File: src/rtl/bcd_pkg.sv
// Shared packed-BCD types, constants and the nine's-complement helper for the decimal datapath.
// Purely combinational definitions; no latency and no flow control of their own.
package bcd_pkg;

  localparam logic [3:0] BCD_MAX  = 4'd9;
  localparam logic [3:0] BCD_CORR = 4'd6;

  typedef logic [3:0] bcd_digit_t;

  // Wraps mod 16 so that invalid digits still produce a defined pattern.
  function automatic bcd_digit_t nines_comp(input bcd_digit_t b);
    return BCD_MAX - b;
  endfunction

endpackage

File: src/rtl/bcd_addsub_serial_if.sv
// Operand-request and result handshake bundle for the serial BCD adder/subtractor.
// master drives the request and out_ready; slave returns in_ready and the held result.
interface bcd_addsub_serial_if #(
  parameter int DIGITS = 4
);

  logic                  in_valid;
  logic                  in_ready;
  logic [4*DIGITS-1:0]   in_a;
  logic [4*DIGITS-1:0]   in_b;
  logic                  in_sub;
  logic                  in_cin;
  logic                  out_valid;
  logic                  out_ready;
  logic [4*DIGITS-1:0]   out_sum;
  logic                  out_cout;
  logic                  out_err;

  modport master (
    output in_valid, in_a, in_b, in_sub, in_cin, out_ready,
    input  in_ready, out_valid, out_sum, out_cout, out_err
  );

  modport slave (
    input  in_valid, in_a, in_b, in_sub, in_cin, out_ready,
    output in_ready, out_valid, out_sum, out_cout, out_err
  );

endinterface

File: src/rtl/bcd_digit_cell.sv
// Single-digit decimal add with +6 correction: (a, b, cin) -> (d, cout).
// Combinational, zero latency; no handshake.
module bcd_digit_cell
  import bcd_pkg::*;
(
  input  bcd_digit_t a,
  input  bcd_digit_t b,
  input  logic       cin,
  output bcd_digit_t d,
  output logic       cout
);

  logic [4:0] s;

  always_comb begin
    s = {1'b0, a} + {1'b0, b} + {4'b0000, cin};
    if (s > {1'b0, BCD_MAX}) begin
      d    = s[3:0] + BCD_CORR;
      cout = 1'b1;
    end else begin
      d    = s[3:0];
      cout = 1'b0;
    end
  end

endmodule

File: src/rtl/bcd_addsub_serial.sv
// Digit-serial packed-BCD add/subtract, DPC digits per clock; result valid DIGITS/DPC edges after accept.
// Accepts only in IDLE; result is held stable until out_ready, and no new operand is taken meanwhile.
module bcd_addsub_serial
  import bcd_pkg::*;
#(
  parameter int DIGITS = 4,
  parameter int DPC    = 1
) (
  input  logic                clk,
  input  logic                rst_n,
  bcd_addsub_serial_if.slave  bus
);

  localparam int STEPS = DIGITS / DPC;
  localparam int W     = 4 * DIGITS;
  localparam int SW    = 4 * DPC;
  localparam int CW    = $clog2(STEPS + 1);
  localparam logic [CW-1:0] LAST = CW'(STEPS - 1);

  if (DIGITS < 1 || DPC < 1 || (DIGITS % DPC) != 0) begin : g_bad_param
    $error("bcd_addsub_serial: DIGITS must be a positive multiple of DPC");
  end

  typedef enum logic [1:0] {IDLE, CALC, DONE} state_t;

  state_t          state;
  logic [CW-1:0]   cnt;
  logic [W-1:0]    a_sr;
  logic [W-1:0]    b_sr;
  logic            carry;
  logic            in_ready_q;
  logic            out_valid_q;
  logic            out_cout_q;
  logic            out_err_q;
  logic [W-1:0]    out_sum_q;

  logic [W-1:0]    b_comp;
  logic            raw_err;
  logic [DPC:0]    c_chain;
  logic [SW-1:0]   step_sum;
  logic [W-1:0]    sum_next;

  // Error detection looks at the raw B, before any complementing.
  always_comb begin
    b_comp  = '0;
    raw_err = 1'b0;
    for (int i = 0; i < DIGITS; i++) begin
      b_comp[4*i +: 4] = bus.in_sub ? nines_comp(bus.in_b[4*i +: 4]) : bus.in_b[4*i +: 4];
      if (bus.in_a[4*i +: 4] > BCD_MAX || bus.in_b[4*i +: 4] > BCD_MAX) begin
        raw_err = 1'b1;
      end
    end
  end

  assign c_chain[0] = carry;

  for (genvar g = 0; g < DPC; g++) begin : g_cell
    bcd_digit_cell u_cell (
      .a    (a_sr[4*g +: 4]),
      .b    (b_sr[4*g +: 4]),
      .cin  (c_chain[g]),
      .d    (step_sum[4*g +: 4]),
      .cout (c_chain[g+1])
    );
  end

  // New digits enter at the top so the first step ends up in digit 0.
  assign sum_next = (out_sum_q >> SW) | (W'(step_sum) << (W - SW));

  always_ff @(posedge clk or negedge rst_n) begin
    if (!rst_n) begin
      state       <= IDLE;
      cnt         <= '0;
      a_sr        <= '0;
      b_sr        <= '0;
      carry       <= 1'b0;
      in_ready_q  <= 1'b1;
      out_valid_q <= 1'b0;
      out_cout_q  <= 1'b0;
      out_err_q   <= 1'b0;
      out_sum_q   <= '0;
    end else begin
      case (state)
        IDLE: begin
          if (bus.in_valid) begin
            a_sr       <= bus.in_a;
            b_sr       <= b_comp;
            carry      <= bus.in_cin;
            out_err_q  <= raw_err;
            cnt        <= '0;
            in_ready_q <= 1'b0;
            state      <= CALC;
          end
        end
        CALC: begin
          a_sr      <= a_sr >> SW;
          b_sr      <= b_sr >> SW;
          carry     <= c_chain[DPC];
          out_sum_q <= sum_next;
          cnt       <= cnt + 1'b1;
          if (cnt == LAST) begin
            out_cout_q  <= c_chain[DPC];
            out_valid_q <= 1'b1;
            state       <= DONE;
          end
        end
        DONE: begin
          if (bus.out_ready) begin
            out_valid_q <= 1'b0;
            in_ready_q  <= 1'b1;
            state       <= IDLE;
          end
        end
        default: state <= IDLE;
      endcase
    end
  end

  assign bus.in_ready  = in_ready_q;
  assign bus.out_valid = out_valid_q;
  assign bus.out_sum   = out_sum_q;
  assign bus.out_cout  = out_cout_q;
  assign bus.out_err   = out_err_q;

endmodule

File: src/flat_wrapper.sv
// flat-port wrapper written by rule: the top's interface ports become plain ports
module bcd_addsub_serial_flat import bcd_pkg::*;
#(
  parameter int DIGITS = 4,
  parameter int DPC    = 1
)
  (clk, rst_n, bus_in_valid, bus_in_a, bus_in_b, bus_in_sub, bus_in_cin, bus_out_ready, bus_in_ready, bus_out_valid, bus_out_sum, bus_out_cout, bus_out_err);
  bcd_addsub_serial_if #(.DIGITS(DIGITS)) bus_i ();
  input  logic clk;
  input  logic rst_n;
  input wire logic [$bits(bus_i.in_valid)-1:0] bus_in_valid;
  input wire logic [$bits(bus_i.in_a)-1:0] bus_in_a;
  input wire logic [$bits(bus_i.in_b)-1:0] bus_in_b;
  input wire logic [$bits(bus_i.in_sub)-1:0] bus_in_sub;
  input wire logic [$bits(bus_i.in_cin)-1:0] bus_in_cin;
  input wire logic [$bits(bus_i.out_ready)-1:0] bus_out_ready;
  output wire logic [$bits(bus_i.in_ready)-1:0] bus_in_ready;
  output wire logic [$bits(bus_i.out_valid)-1:0] bus_out_valid;
  output wire logic [$bits(bus_i.out_sum)-1:0] bus_out_sum;
  output wire logic [$bits(bus_i.out_cout)-1:0] bus_out_cout;
  output wire logic [$bits(bus_i.out_err)-1:0] bus_out_err;
  assign bus_i.in_valid = bus_in_valid;
  assign bus_i.in_a = bus_in_a;
  assign bus_i.in_b = bus_in_b;
  assign bus_i.in_sub = bus_in_sub;
  assign bus_i.in_cin = bus_in_cin;
  assign bus_i.out_ready = bus_out_ready;
  assign bus_in_ready = bus_i.in_ready;
  assign bus_out_valid = bus_i.out_valid;
  assign bus_out_sum = bus_i.out_sum;
  assign bus_out_cout = bus_i.out_cout;
  assign bus_out_err = bus_i.out_err;
  bcd_addsub_serial #(.DIGITS(DIGITS), .DPC(DPC)) u_core (.clk(clk), .rst_n(rst_n), .bus(bus_i));
endmodule
File: config.mk
export PLATFORM = sky130hd
export DESIGN_NAME = bcd_addsub_serial_flat
export DESIGN_NICKNAME = d
export VERILOG_FILES = /design/src/rtl/bcd_pkg.sv /design/src/rtl/bcd_addsub_serial_if.sv /design/src/rtl/bcd_digit_cell.sv /design/src/rtl/bcd_addsub_serial.sv /design/src/flat_wrapper.sv
export SDC_FILE = /design/constraint.sdc
export NUM_CORES = 1
export LEC_CHECK = 0
export BUFFER_PORTS_ARGS = -buffer_cell sky130_fd_sc_hd__buf_4
export CORE_MARGIN = 2
export CORE_UTILIZATION = 25
export DETAILED_ROUTE_END_ITERATION = 8
export PLACE_DENSITY = 0.43
export SLEW_MARGIN = 5
export SYNTH_ARGS = -nofsm -noshare
export SYNTH_HDL_FRONTEND = slang
export SYNTH_HIERARCHICAL = 1
export SYNTH_SLANG_ARGS = --single-unit
File: constraint.sdc
create_clock -name clk -period 5.4 [get_ports clk]
set_input_delay 0.81 -clock clk [delete_from_list [all_inputs] [get_ports clk]]
set_output_delay 0.81 -clock clk [all_outputs]
set_load 0.03 [all_outputs]
==> flow_summary_export.csv <==
group,metric,value,unit
timing,maxSlewViolCount,0,
grt,use_met3,3.568,%
layout,n_antenna_cell,0,
route,drt-total-wl,6.689,mm
power_and_ir_drop,p_leak,1.779,nW
place,hpwl,4.521,mm
power_and_ir_drop,p_sw,1.013,mW
synth,synth_edf_count,0,
job,drv_cap,0,
floorplan,start_util,25.92,%
power_and_ir_drop,clkPwrFrac,24.0,%
floorplan,io_pins,58,
route,first_iter_violations,130,
synth,synth-main-ff-cell,"dfrtp_1",
clock_network,cts_tree,"done",
clock_network,clkTransAtPathRegs,50,ps
layout,nFillCells,1181,
setup_path,worstPathCellList,"fa_1 -> fa_1 -> xnor2_1 -> ha_1 -> a31o_1 -> o31ai_4 -> mux2i_1 -> nand2_1 -> nand2_1",
power_and_ir_drop,pwr-share-comb,46.0,%
synth,async_flop_share,100.0,%
setup_path,crit_slowest_cell,"fa_1",
floorplan,core_area,10940,sq um
synth,ys_types,35,
timing,final-hold-violation-count,0,
timing,tns,0,ps
clock_network,clockRootBuffer,"clkbuf_16",
grt,overflow,0,
route,vias,2248,
grt,grt_pass1_wl,11.07,mm
synth,syn_area_per_cell,9.510,sq um
setup_path,required,5660,ps
setup_path,worstPathMaxFanout,4,
clock_network,cts_setup_buffers,0,
place,place_congestion,0.6927,
setup_path,critical-path-max-stage-delay,470,ps
setup_path,cp-start-kind,"flop",
setup_path,endpoint_kind,"flop",
grt,groute.layer.met2.usage,18.24,%
synth,ys_seq_area_share,51.26,%
power_and_ir_drop,seqPwrFrac,30.0,%
grt,antenna_found_initial,0,
timing,rsz0062_at_grt,"false",
layout,nNetsFinal,402,
clock_network,cts.sinks,58,
synth,synth_top_cell_by_area,"dfrtp_1",
timing,max_clock_freq,372.8,MHz
route,via_per_inst,4.523,
setup_path,cp.arrival,2950,ps
clock_network,clkLatencyLatePin,330,ps
place,dp_worst_setup_slack,2724,ps
power_and_ir_drop,power,2.535,mW
timing,period_needed,2683,ps
floorplan,die_w,110.5,um
clock_network,postCtsHoldBufs,0,
synth,yosysMostFrequentCell,"nand2_1",
floorplan,die_area,12200,sq um
timing,tightest_slew,1200,ps
power_and_ir_drop,internal_power,1.522,mW
route,drtPass1Iterations,4,
power_and_ir_drop,switching_share,39.96,%
grt,grt_pass1_vias,2250,
clock_network,cts_max_level,3,
layout,area_growth,29.80,%
floorplan,die_h,110.5,um
layout,multi_input_area,1231,sq um
grt,use_met1,14.16,%
synth,synthTopCellsByCount,"65 x nand2_1, 57 x dfrtp_1, 37 x nor2_1",
timing,final.setup_skew,6.696,ps
worst_hold_path,min_path_type,"reg -> reg",
timing,relSlewSlack,19.84,%
synth,syn-num-nets,348,
synth,synthTopCellsByArea,"dfrtp_1 50%, nand2_1 8.6%, nor2_1 4.9%",
synth,syn_inst,298,
layout,layout-drive-gt1-share,23.81,%
synth,synth-seq-cells,58,
layout,post-route-util,33.64,%
status,outcome,"finished clean",
layout,ff_latch_area,1453,sq um
place,io_buffers,57,
setup_path,critPathKind,"reg -> reg",
route,ant_nets,0,
synth,yosys_warnings,6,
clock_network,cts_buffers,9,
synth,syn-cell-area,2834,sq um
synth,synth_top_area_share,50.33,%
power_and_ir_drop,p_per_area,689.1,nW/um^2
route,wl_per_cell,13.46,um
grt,grt_max_degree,59,
floorplan,num_rows,38,
timing,finalWorstSetupSlack,2717,ps
power_and_ir_drop,peakVddDrop,0.0002438,V
grt,grt_use_total,11.34,%
timing,setup_viol,0,
grt,grt-busiest-layer,"met2",
route,route.detailed.drc,0,
clock_network,clk_path_buf_depth,2,
clock_network,cts-resized-gates,0,
timing,min_period_over_period,49.68,%
## area by class of cell
class | count | share of cell area (%)
sequential | 58 | 39.49
multi-input combinational | 210 | 33.47
timing repair buffer | 60 | 12.24
clock buffer | 11 | 6.599
tap | 140 | 4.762
clock inverter | 5 | 2.109
inverter | 13 | 1.327
## through the flow
| step | hold slack, ps | cell area (sq um) | instances |
|---|---|---|---|
| global placement | 459.4 | 3358 | 481 |
| CTS | 478.1 | 3679 | 497 |
| global route | 494.7 | 3679 | 497 |
| finish | 470.6 | 3679 | 497 |
| floorplan | 465.8 | 2834 | 298 |
| detailed placement | 466.1 | 3358 | 481 |
## power groups by stage
stage                     clock network, mW  logic [mW]  registers, mW
final                                 0.608        1.17          0.761
after global routing                  0.646        1.33          0.789
after CTS                             0.625        1.18          0.765
after detailed placement                  0        1.18          0.771
after global placement                    0        1.16          0.768
after floorplan                           0       0.794          0.853
## sequential cells by signal (all words and copies together), names as in the netlist
name,cells
u_core/bus.in_ready,1
u_core/bus.out_valid,1
u_core/bus.out_sum,16
u_core/b_sr,16
u_core/bus.out_err,1
u_core/cnt,3
u_core/state,2
u_core/carry,1
u_core/bus.out_cout,1
u_core/a_sr,16
## layer usage
metal  up-vias  wire (um)
met4         0        112
li1       1121          -
met1      1059       3149
met5         -          0
met2        55       3108
met3        13        319
## worst max-delay path: cells and delay by family, from the launching register on
family	cells	cell delay (ps)
XOR/XNOR	1	180
AND/OR/NAND/NOR	2	130
AO/OA/AOI/OAI	2	560
flip-flops	1	390
adder cells (fa/ha/maj)	3	1120
multiplexers	1	240
## worst paths after layout
| path | startpoint | end | slack, ps | cells after the start |
|---|---|---|---|---|
| max in group asynchronous | rst_n | u_core/b_sr[9] | 4340 | 1 |
| min in group asynchronous | rst_n | u_core/bus.out_valid | 560 | 1 |
| worst min-delay path | u_core/bus.out_sum[2] | u_core/bus.out_sum[2] | 470 | 2 |
| worst min register to register | u_core/bus.out_sum[2] | u_core/bus.out_sum[2] | 470 | 2 |
| worst max-delay path | u_core/a_sr[0] | u_core/bus.out_sum[14] | 2720 | 9 |
| worst max register to register | u_core/a_sr[0] | u_core/bus.out_sum[14] | 2720 | 9 |
## cell usage in the layout (no fill, tap or decap), types with 2 or more instances in the layout
| cell | n |
|---|---|
| nor2_1 | 37 |
| o22ai_1 | 14 |
| mux2i_1 | 5 |
| o21ai_0 | 14 |
| a22oi_1 | 3 |
| and4_1 | 2 |
| a21oi_1 | 6 |
| inv_1 | 13 |
| a221o_2 | 4 |
| dfrtp_1 | 57 |
| xor2_1 | 4 |
| fa_1 | 2 |
| xnor2_1 | 6 |
| nand2_1 | 65 |
| a221o_1 | 5 |
| nand2b_1 | 2 |
| o21ai_1 | 7 |
| nand3_1 | 11 |
| clkbuf_16 | 9 |
| clkinv_2 | 2 |
| ha_1 | 10 |
| bufinv_16 | 2 |
| buf_4 | 60 |
## cells by family (layout without fill, tap and decap cells)
logic type                 after synthesis  count (layout)  share of synthesized area [%]
muxes                                    6               6                          2.163
adders and majority gates               12              12                          5.828
buffers and inverters                   30              89                          5.386
DFF                                     58              58                          51.26
xor gates and xnor gates                10              10                          3.090
and+or+nand+nor                        122             122                          17.75
AOI/OAI and AO/OA                       60              60                          14.53
No activity file was read; power rests on OpenSTA's default activity.
